### config.mk
export PLATFORM = sky130hd
export DESIGN_NAME = mole_game_ctrl
export DESIGN_NICKNAME = d
export VERILOG_FILES = /design/src/rtl/mole_game_ctrl.sv
export SDC_FILE = /design/constraint.sdc
export NUM_CORES = 1
export LEC_CHECK = 0
export CAP_MARGIN = 10
export CORE_AREA = 4 4 171 107
export CTS_BUF_LIST = sky130_fd_sc_hd__clkbuf_8
export CTS_CLUSTER_DIAMETER = 80
export DETAILED_ROUTE_END_ITERATION = 6
export DIE_AREA = 0 0 175 111
export PLACE_DENSITY = 0.74
export SYNTH_ARGS = -nofsm -noshare
export SYNTH_HDL_FRONTEND = slang
export SYNTH_SLANG_ARGS = --single-unit
### constraint.sdc
create_clock -name clk -period 6.55 [get_ports clk]
set_input_delay 1.965 -clock clk [delete_from_list [all_inputs] [get_ports clk]]
set_output_delay 1.965 -clock clk [all_outputs]
set_load 0.05 [all_outputs]
### src/rtl/mole_game_ctrl.sv
// Whack-a-mole game controller: game FSM, LFSR mole spawner, per-hole mole
// lifetimes, game timer and saturating score with optional miss penalty.
module mole_game_ctrl #(
  parameter int unsigned HOLES        = 9,
  parameter int unsigned SCORE_W      = 8,
  parameter int unsigned TICK_DIV     = 100_000_000,
  parameter int unsigned SPAWN_TICKS  = 8,
  parameter int unsigned LIFE_TICKS   = 12,
  parameter int unsigned GAME_TICKS   = 300,
  parameter int unsigned MAX_MOLES    = 3,
  parameter bit          MISS_PENALTY = 1'b0,
  parameter logic [15:0] SEED         = 16'hACE1,
  localparam int unsigned POS_W       = $clog2(HOLES)
) (
  input  logic               clk,
  input  logic               rst,
  input  logic               start_game,
  input  logic               hit_valid,
  input  logic [POS_W-1:0]   hit_pos,
  output logic [HOLES-1:0]   map,
  output logic [SCORE_W-1:0] cur_score,
  output logic [2:0]         cur_state,
  output logic [15:0]        time_left,
  output logic               en_music,
  output logic               hit_ok,
  output logic               miss
);

  localparam int unsigned PRESC_W = (TICK_DIV > 1) ? $clog2(TICK_DIV) : 1;
  localparam int unsigned SPAWN_W = (SPAWN_TICKS > 1) ? $clog2(SPAWN_TICKS) : 1;
  localparam int unsigned LIFE_W  = $clog2(LIFE_TICKS + 1);
  // Galois feedback mask for taps 16,14,13,11 (right-shifting form).
  localparam logic [15:0] LFSR_TAPS = 16'hB400;

  typedef enum logic [2:0] {
    StIdle = 3'd0,
    StPlay = 3'd1,
    StOver = 3'd2
  } state_e;

  state_e               state_q, state_d;
  logic [HOLES-1:0]     map_q, map_d;
  logic [SCORE_W-1:0]   score_q, score_d;
  logic [15:0]          time_q, time_d;
  logic                 music_q, music_d;
  logic                 hit_ok_q, hit_ok_d;
  logic                 miss_q, miss_d;
  logic [15:0]          lfsr_q, lfsr_d;
  logic [PRESC_W-1:0]   presc_q, presc_d;
  logic [SPAWN_W-1:0]   spawn_cnt_q, spawn_cnt_d;
  logic [LIFE_W-1:0]    life_q [HOLES];
  logic [LIFE_W-1:0]    life_d [HOLES];

  logic                 tick;
  logic                 hit_in_range;
  logic [POS_W-1:0]     spawn_pos;
  int unsigned          mole_cnt;

  assign tick         = (state_q == StPlay) && (presc_q == PRESC_W'(TICK_DIV - 1));
  assign hit_in_range = (32'(hit_pos) < HOLES);

  // Spawn candidate and current mole count, both taken from the pre-cycle state.
  always_comb begin
    spawn_pos = POS_W'(lfsr_q[7:0] % 8'(HOLES));
    mole_cnt  = 0;
    for (int i = 0; i < int'(HOLES); i++) begin
      if (map_q[i]) mole_cnt++;
    end
  end

  // Next-state logic: FSM, timer, spawn/expiry, hit scoring.
  always_comb begin
    state_d     = state_q;
    map_d       = map_q;
    score_d     = score_q;
    time_d      = time_q;
    hit_ok_d    = 1'b0;
    miss_d      = 1'b0;
    presc_d     = presc_q;
    spawn_cnt_d = spawn_cnt_q;
    life_d      = life_q;
    lfsr_d      = {1'b0, lfsr_q[15:1]} ^ (lfsr_q[0] ? LFSR_TAPS : 16'h0000);

    unique case (state_q)
      StIdle, StOver: begin
        // A simultaneous hit is ignored: start only.
        if (start_game) begin
          state_d     = StPlay;
          map_d       = '0;
          score_d     = '0;
          time_d      = 16'(GAME_TICKS);
          presc_d     = '0;
          spawn_cnt_d = '0;
          for (int i = 0; i < int'(HOLES); i++) life_d[i] = '0;
        end
      end
      StPlay: begin
        if (tick) begin
          presc_d = '0;
          time_d  = time_q - 16'd1;
          for (int i = 0; i < int'(HOLES); i++) begin
            if (life_q[i] != '0) begin
              life_d[i] = life_q[i] - 1'b1;
              if (life_q[i] == LIFE_W'(1)) map_d[i] = 1'b0;
            end
          end
          if (spawn_cnt_q == SPAWN_W'(SPAWN_TICKS - 1)) begin
            spawn_cnt_d = '0;
            if (!map_q[spawn_pos] && (mole_cnt < MAX_MOLES)) begin
              map_d[spawn_pos]  = 1'b1;
              life_d[spawn_pos] = LIFE_W'(LIFE_TICKS);
            end
          end else begin
            spawn_cnt_d = spawn_cnt_q + 1'b1;
          end
        end else begin
          presc_d = presc_q + 1'b1;
        end

        // Hit is judged on the pre-cycle map; it overrides a same-cycle expiry.
        if (hit_valid && hit_in_range) begin
          if (map_q[hit_pos]) begin
            map_d[hit_pos]  = 1'b0;
            life_d[hit_pos] = '0;
            hit_ok_d        = 1'b1;
            if (score_q != '1) score_d = score_q + 1'b1;
          end else begin
            miss_d = 1'b1;
            if (MISS_PENALTY && (score_q != '0)) score_d = score_q - 1'b1;
          end
        end

        // Last tick: score is kept, board is wiped.
        if (tick && (time_q == 16'd1)) begin
          state_d = StOver;
          map_d   = '0;
          for (int i = 0; i < int'(HOLES); i++) life_d[i] = '0;
        end
      end
      default: state_d = StIdle;
    endcase

    music_d = (state_d == StPlay);
  end

  // State registers with synchronous reset.
  always_ff @(posedge clk) begin
    if (rst) begin
      state_q     <= StIdle;
      map_q       <= '0;
      score_q     <= '0;
      time_q      <= '0;
      music_q     <= 1'b0;
      hit_ok_q    <= 1'b0;
      miss_q      <= 1'b0;
      lfsr_q      <= SEED;
      presc_q     <= '0;
      spawn_cnt_q <= '0;
      for (int i = 0; i < int'(HOLES); i++) life_q[i] <= '0;
    end else begin
      state_q     <= state_d;
      map_q       <= map_d;
      score_q     <= score_d;
      time_q      <= time_d;
      music_q     <= music_d;
      hit_ok_q    <= hit_ok_d;
      miss_q      <= miss_d;
      lfsr_q      <= lfsr_d;
      presc_q     <= presc_d;
      spawn_cnt_q <= spawn_cnt_d;
      for (int i = 0; i < int'(HOLES); i++) life_q[i] <= life_d[i];
    end
  end

  assign map       = map_q;
  assign cur_score = score_q;
  assign cur_state = state_q;
  assign time_left = time_q;
  assign en_music  = music_q;
  assign hit_ok    = hit_ok_q;
  assign miss      = miss_q;

endmodule
Yosys cells after proc, flatten, opt, wreduce, memory -nomap -nowiden:

Cells that the tools add are included.

* $add $sub $neg: 21
* divide/modulo/power cells: 1
* order comparisons: 10
* equal/unequal tests: 21
* muxes and demuxes: 123
* bitwise operators: 13
* reduce and logical (&&, ||, !) cells: 25

Operator list (count)
* $mux 36: 8
* $add 32x1->32 const B: 8
* $mux 32: 8
* $mux 4: 29
* $mux 9: 8
* $pmux 36 s2: 1
* $mux 27: 2
* $pmux 27 s2: 1
* $mux 16: 3
* $mux 1: 43
* $and 36x36->36: 1
* $eq 4x1->1 const B: 9
* $not 36->36: 1
* $reduce_bool 4->1: 9
* $sub 4x1->4 const B: 9
* $demux 4 s4: 2
* $lt 32x2->1 const B: 1
* $mux 8: 4
* $pmux 16 s2: 1
* $add 27x1->27 const B: 1
* $eq 27x27->1 const B: 1
* $and 18x18->18: 1
* $not 18->18: 1
* $or 18x18->18: 1
* 37 further kinds: 61

* register bits after elaboration: 121
* output and inout bits: 39
* word-level logic and storage cells: 233

Depth between registers and ports, before layout:

Gate-level depths: netlist of the first run.

* word-level depth: 28
* gate-level depth with buffers: 27
* mapped depth without buffers: 27

Least setup slack after synthesis of the first run:

Ideal clock, no wire load.

* kind: reg2reg
* from: reg map_q[1] (netlist: map[1])
* to: reg life_q[10] in the netlist's numbering
* arrival time: 5.621 ns
* setup slack: 0.854 ns
* cell stages (with the launch flop): 27
* buffers on the path: 0
* period minus slack after synthesis: 5.696 ns
* cells stage by stage: dfxtp_1 > inv_1 > ha_1 > xor2_1 > ha_1 > nand2_1 > o31ai_1 > ha_1 > mux2_2 > ha_1 > nand2_1 > o31a_1 > nand2_1 > ha_1 > mux2i_1 > inv_1 > ha_1 > mux2_2 > ha_1 > nand2_1 > o221ai_1 > a21oi_1 > nand2_1 > nor2_1 > o211ai_2 > or2_1 > a31oi_1

* word-level cells in the longest chain between the ends: 26
* elaborated cells on any way between the ends: 31
* classes of those cells: 7 x add/sub; 1 x order compare; 20 x mux; 1 x bitwise; 2 x reduce/logical

Ends and longest elaborated chain
* start, declared: line 42 `logic [HOLES-1:0] map_q, map_d;`
* start signal, assigned: line 162 `map_q <= map_d;`
* $mux 32: line 67 `if (map_q[i]) mole_cnt++;`
* $add 32x1->32: line 67
* $mux 32: line 67
* $add 32x1->32: line 67
* $mux 32: line 67
* $add 32x1->32: line 67
* $mux 32: line 67
* $add 32x1->32: line 67
* [... 10 more ...]
* $mux 36: line 107 `if (spawn_cnt_q == SPAWN_W'(SPAWN_TICKS - 1)) begin`
* $mux 36: line 98 `if (tick) begin`
* $mux 36: line 84 `unique case (state_q)`
* $and 36x36->36 (no line)
* $mux 36: line 122 `if (map_q[hit_pos]) begin`
* $mux 36 *: line 121 `if (hit_valid && hit_in_range) begin`
* $mux 36 *: line 134 `if (tick && (time_q == 16'd1)) begin`
* $pmux 36 s2 *: line 84
* end, declared: line 51 `logic [LIFE_W-1:0] life_q [HOLES];`

Mark *: on every way between the ends. The rest lies on a longest branch, timed or not. The select of a mux whose other input is x is not followed.
A chain may end at the register's enable or synchronous reset.

Worst setup path in the final report of the first run:

* from: reg map_q[0] (netlist: map[0])
* to: reg life_q[6] in the netlist's numbering

* word-level cells in the longest chain between the ends: 28
* elaborated cells on any way between the ends: 33
* classes of those cells: 8 x add/sub; 1 x order compare; 21 x mux; 1 x bitwise; 2 x reduce/logical

Ends and longest elaborated chain (line)
* $mux 1: 67
* $add 32x1->32: 67
* $mux 32: 67
* $add 32x1->32: 67
* $mux 32: 67
* $add 32x1->32: 67
* $mux 32: 67
* $add 32x1->32: 67
* [... 12 more ...]
* $mux 36: 107
* $mux 36: 98
* $mux 36: 84
* $and 36x36->36 (no line)
* $mux 36: 122
* $mux 36 *: 121
* $mux 36 *: 134
* $pmux 36 s2 *: 84

Marked as above.

==> impl_metrics.yaml, run 1 <==
critical_path:
  worstPathRequired_ns: 6.91
  crit_path_start_kind: "register"
  crit_type: "register to register"
  critPathBufInv: 2
  crit_path_end_kind: "register"
  worstReg2RegStart: "map[0]$_SDFFE_PP0P_"
  rr_endpoint: "life_q[6]$_SDFFE_PP0P_"
  path_max_fanout: 7
  cpPeakStageDelay_ns: 0.44
  r2r_setup_slack_ns: 0.53
  timing.critical_path.mode_cell: "ha_1"
  crit_family: "adder cells"
  critPathArrivalTime_ns: 6.38
  worstRegToRegCells: 26
  crit_path_top_delay_cell: "dfxtp_1"
power:
  power.density_nw_per_um2: 193
  ir_drop_uv: 102
  power_mw: 1.85
  leakage_nw: 3.46
clocking:
  post_cts_buffers: 0
  cts_max_level: 4
  clock_path_buffers: 2
  clock-root-buffer: "clkbuf_8"
  post_cts_resized: 0
  cts_tree: "built"
  cts.sinks: 121
  cts_buffers: 17
  postCtsHoldBufs: 0
  clock_latency_ns: 0.44
  clk_pin_slew_ns: 0.08
grt:
  grt_pass1_vias: 7425
  grt_max_degree: 69
  antenna_found_initial: 0
  grt_usage: 0.236
  grt_pass1_wl_um: 38600
  grt_overflow: 0
timing:
  tightest_slew_ns: 0.773
  whs_ns: 0.414
  min_period_over_period: 0.919
  fin_setup_tns_ns: 0
  max_clock_freq_mhz: 166
  max_slew_margin: 0.480
  layout_setup_ws_ns: 0.528
  post-route-min-period_ns: 6.02
  finalSetupViolations: 0
  rsz0062_at_grt: "false"
  drv_slew: 0
  hold_viol: 0
  clock_skew_ns: 0.0213
route:
  via_per_inst: 6.03
  drc: 0
  first_pass_iters: 5
  antenna_left: 0
  detailroute.via_count: 8363
  wirelength_um: 23100
  drtIter0Drc: 1160
  avgRoutedWirePerCell_um: 16.7
logic_synthesis:
  yosys.cell_types.count: 96
  avgSynthCellArea_sq_um: 7.69
  synth-main-ff-cell: "dfxtp_1"
  synth_area_leaders: "dfxtp_1, ha_1, nor2_1"
  yosysSeqAreaShare: 0.282
  syn-num-nets: 1170
  netlist.area_leader.share: 0.282
  synth_top_area_cell: "dfxtp_1"
  ys_ff_latch: 121
  netlist_area_sq_um: 8580
  yosysWarnings: 0
  synthArstFlopShare: 0
  syn_inst: 1117
  synth-edff-count: 0
flow_run:
  cap_violations: 0
worst_hold_path:
  min_path_cells: 1
  worstHoldStart: "lfsr_q[12]$_SDFF_PP0_"
  holdPathEnd: "lfsr_q[11]$_SDFF_PP1_"
  hold_path_class: "register to register"
place:
  numPortBuffers: 46
  globalplace.congestion: 0.968
  dp_hpwl_um: 16700
  place_ws_ns: 0.518
floorplanning:
  initial_core_util: 0.512
  io_pins: 47
  core-area_sq_um: 16800
  dieArea_sq_um: 19400
  fp.dieW_um: 175
  die_y_um: 111
  rows: 37
cells_and_area:
  drive_above_1_share: 0.0885
  utilization: 0.572
  antenna_cells: 0
  nNetsFinal: 1193
  syn_to_final_growth_pct: 11.7
status:
  status: "finished clean"
state kept, by name, indices dropped and copies added, names as in the netlist, 3 cells and up:
signal	count
cur_state	3
cur_score	8
map	9
lfsr_q	16
spawn_cnt_q	3
life_q	36
time_left	16
presc_q	27
where the power goes:
group	internal [mW]	leakage (nW)	switching, mW	total (mW)
Combinational	0.129	2.28	0.251	0.380
Sequential	0.752	0.981	0.0221	0.774
Clock	0.361	0.199	0.331	0.692
logic make-up (layout without fill, tap and decap cells):
group	after synthesis	after routing	share of synthesized area
AOI/OAI and AO/OA	312	312	0.246
xor gates and xnor gates	37	37	0.0433
adders and majority gates	45	45	0.0656
buffers and inverters	101	137	0.0501
DFF	121	121	0.282
muxes	20	20	0.0316
other	1	1	0.000437
and+or+nand+nor	480	480	0.281
per-stage QoR:
step / instances / cell area (sq um)
after floorplan: 1117 / 8580
after global placement: 1355 / 9180
after detailed placement: 1355 / 9180
after CTS: 1387 / 9590
after global routing: 1387 / 9590
final: 1387 / 9590
cell usage after synthesis, types with 10 or more instances:
| cell | n |
|---|---|
| xnor2_1 | 19 |
| nor3_1 | 36 |
| a31oi_1 | 12 |
| or2_2 | 12 |
| and3_1 | 25 |
| o211ai_1 | 13 |
| o21ai_0 | 68 |
| clkbuf_1 | 33 |
| dfxtp_1 | 121 |
| nor2_1 | 149 |
| nand4_1 | 16 |
| a211oi_1 | 11 |
| o21ai_1 | 10 |
| a22oi_1 | 14 |
| nand2_1 | 98 |
| nand3_1 | 35 |
| nand2b_1 | 18 |
| inv_1 | 47 |
| ha_1 | 45 |
| nor2b_1 | 19 |
| xor2_1 | 15 |
| nor4_1 | 13 |
| a311oi_1 | 10 |
| a21oi_1 | 88 |
layer usage:
layer	routed length, um	global-route usage	part of all wire	vias up
met1	11500	0.378	0.50	3854
met5	0	0	0	-
li1	-	-	-	4117
met4	182	0.0450	0.0079	0
met3	2220	0.0631	0.096	23
met2	9220	0.312	0.40	369
final cells by class:
cell class	count	area, sq um
inverters	47	176
clock inverters	13	141
well taps	234	293
multi-input cells	895	5750
repair buffers	58	548
fillers	1534	7170
clock buffers	19	262
flip-flops and latches	121	2420
layout by cell type (no fill, tap or decap), types with 18 or more instances in the layout:
master / count
o21ai_0: 68
clkdlybuf4s50_1: 45
ha_1: 45
nand3_1: 35
nor2b_1: 19
nor2_1: 148
xnor2_1: 19
nand2b_1: 18
and3_1: 25
inv_1: 47
nand2_1: 98
nor3_1: 35
dfxtp_1: 121
a21oi_1: 87
clkbuf_8: 19
how the worst max path moves through the flow:
stage / to / slack, ns / cells past startpoint / startpoint
finish: life_q[6]$_SDFFE_PP0P_ / 0.53 / 26 / map[0]$_SDFFE_PP0P_
global route: map[2]$_SDFFE_PP0P_ / 0.14 / 26 / map[0]$_SDFFE_PP0P_
CTS: life_q[6]$_SDFFE_PP0P_ / 0.49 / 26 / map[0]$_SDFFE_PP0P_
detailed placement: life_q[6]$_SDFFE_PP0P_ / 0.52 / 26 / map[0]$_SDFFE_PP0P_
global placement: life_q[6]$_SDFFE_PP0P_ / 0.77 / 26 / map[0]$_SDFFE_PP0P_
floorplan: life_q[10]$_SDFFE_PP0P_ / 0.85 / 26 / map[1]$_SDFFE_PP0P_
No activity file was read; power rests on OpenSTA's default activity.
==> run 2: changes to the inputs <==
SETUP_SLACK_MARGIN = 0.15   (was unset)
==> run 2 against run 1 <==
Compared with the run above: critical path depth stayed put; die area stayed put; maximum frequency is 1.0% higher; largest cell class unchanged; clock power hardly changed; power hardly changed; global-route usage stayed put; largest power group unchanged.
==> impl_metrics.yaml, run 2 (same netlist as run 1, synthesis figures left out) <==
timing:
  fin_setup_tns_ns: 0
  layout_setup_ws_ns: 0.591
  tightest_slew_ns: 0.811
  whs_ns: 0.414
  min_period_over_period: 0.910
  drv_slew: 0
  clock_skew_ns: 0.0193
  max_slew_margin: 0.454
  post-route-min-period_ns: 5.96
  hold_viol: 0
  rsz0062_at_grt: "false"
  finalSetupViolations: 0
  max_clock_freq_mhz: 168
route:
  highest_layer: "met4"
  wirelength_um: 23200
  detailroute.via_count: 8421
  drc: 0
  via_per_inst: 6.07
  antenna_left: 0
  drtIter0Drc: 1209
  routed-wl-met2_um: 9230
  first_pass_iters: 7
  avgRoutedWirePerCell_um: 16.8
  routedLengthMet1_um: 11500
  wl_met3_um: 2290
worst_hold_path:
  hold_path_class: "register to register"
  min_path_cells: 1
power:
  ir_drop_uv: 103
  leakage_nw: 3.46
  power_mw: 1.85
  power.density_nw_per_um2: 193
clocking:
  cts_tree: "built"
  clock_latency_ns: 0.44
  post_cts_buffers: 0
  clock_path_buffers: 2
  cts.sinks: 121
  clk_pin_slew_ns: 0.08
  clock-root-buffer: "clkbuf_8"
  cts_buffers: 17
  cts_max_level: 4
status:
  status: "finished clean"
grt:
  antenna_found_initial: 0
  grt_max_degree: 69
  grt_usage: 0.236
  grt_overflow: 0
  grt_pass1_wl_um: 38600
  grt_pass1_vias: 7425
cells_and_area:
  nNetsFinal: 1193
  utilization: 0.572
  antenna_cells: 0
  drive_above_1_share: 0.0893
  reg_top3: "life_q x36, presc_q x27"
  largest_register_ffs: 36
  final_common_cell: "nor2_1"
  regMostFlops: "life_q"
  ff_latch_area_sq_um: 2420
  multi_input_area_sq_um: 5750
  fillers: 1534
  layout_common_cells: "nor2_1, dfxtp_1, nand2_1"
  syn_to_final_growth_pct: 11.7
critical_path:
  worstRegToRegCells: 26
  worstPathRequired_ns: 6.91
  crit_type: "register to register"
  path_max_fanout: 7
  critPathArrivalTime_ns: 6.32
  crit_path_start_kind: "register"
  crit_path_end_kind: "register"
floorplanning:
  core-area_sq_um: 16800
  die_y_um: 111
  initial_core_util: 0.512
  fp.dieW_um: 175
  io_pins: 47
  dieArea_sq_um: 19400
  rows: 37
place:
  dp_hpwl_um: 16700
  numPortBuffers: 46
  place_ws_ns: 0.518
  globalplace.congestion: 0.968
flow_run:
  cap_violations: 0
==> run 2: path summary, 6_finish.rpt <==
check                                           start                    end  slack [ns]
worst max register to register    map[0]$_SDFFE_PP0P_    map[2]$_SDFFE_PP0P_        0.59
worst min register to register  lfsr_q[12]$_SDFF_PP0_  lfsr_q[11]$_SDFF_PP1_        0.41
worst min-delay path            lfsr_q[12]$_SDFF_PP0_  lfsr_q[11]$_SDFF_PP1_        0.41
worst max-delay path              map[0]$_SDFFE_PP0P_    map[2]$_SDFFE_PP0P_        0.59
==> run 2: what timing repair did <==
action,4_1_cts,5_1_grt
gates resized for setup,0,2
hold buffers,0,0
setup endpoints to repair,0,14
==> run 2: metal layers <==
metal,up-vias,GRT usage
met5,-,0
met4,0,0.0450
met3,32,0.0631
met2,404,0.312
met1,3863,0.378
li1,4122,-
==> run 2: per-stage QoR <==
stage,std cells,cell area (sq um)
3_3_place_gp,1355,9180
3_5_place_dp,1355,9180
6_report,1387,9590
2_1_floorplan,1117,8580
4_1_cts,1387,9590
5_1_grt,1387,9590
==> run 2: power breakdown <==
group          internal, mW  total, mW  leakage [nW]  switching, mW
sequential            0.752      0.774         0.981         0.0220
clock                 0.361      0.694         0.199          0.333
combinational         0.129      0.381          2.28          0.252
total                  1.24       1.85          3.46          0.607
==> run 2: final cells by class <==
cell class / instances / share of cell area
Multi-Input combinational cell: 895 / 0.599
Sequential cell: 121 / 0.253
Timing Repair Buffer: 58 / 0.0571
Tap cell: 234 / 0.0305
Clock buffer: 19 / 0.0273
Inverter: 47 / 0.0184
Clock inverter: 13 / 0.0147
==> run 2: worst max-delay path, cell delays in order, from the launching register on <==
cell,delay [ns]
dfxtp_1,0.44
inv_1,0.10
ha_1,0.41
xor2_1,0.18
ha_1,0.33
nand2_1,0.08
o31ai_1,0.09
ha_1,0.32
mux2_2,0.27
ha_1,0.29
nand2_1,0.07
o31a_1,0.17
nand2_1,0.11
ha_1,0.33
mux2i_1,0.21
inv_1,0.09
ha_1,0.31
mux2_2,0.28
ha_1,0.29
nand2_1,0.07
o221ai_1,0.13
a21oi_2,0.24
nand3_1,0.13
nor3_1,0.22
o211ai_1,0.25
or2_2,0.35
a21oi_1,0.14
==> run 3: changes to the inputs <==
SLEW_MARGIN = 20   (was unset)
==> results of run 3 <==
Final layout, timing and power as in run 2 (identical DEF).
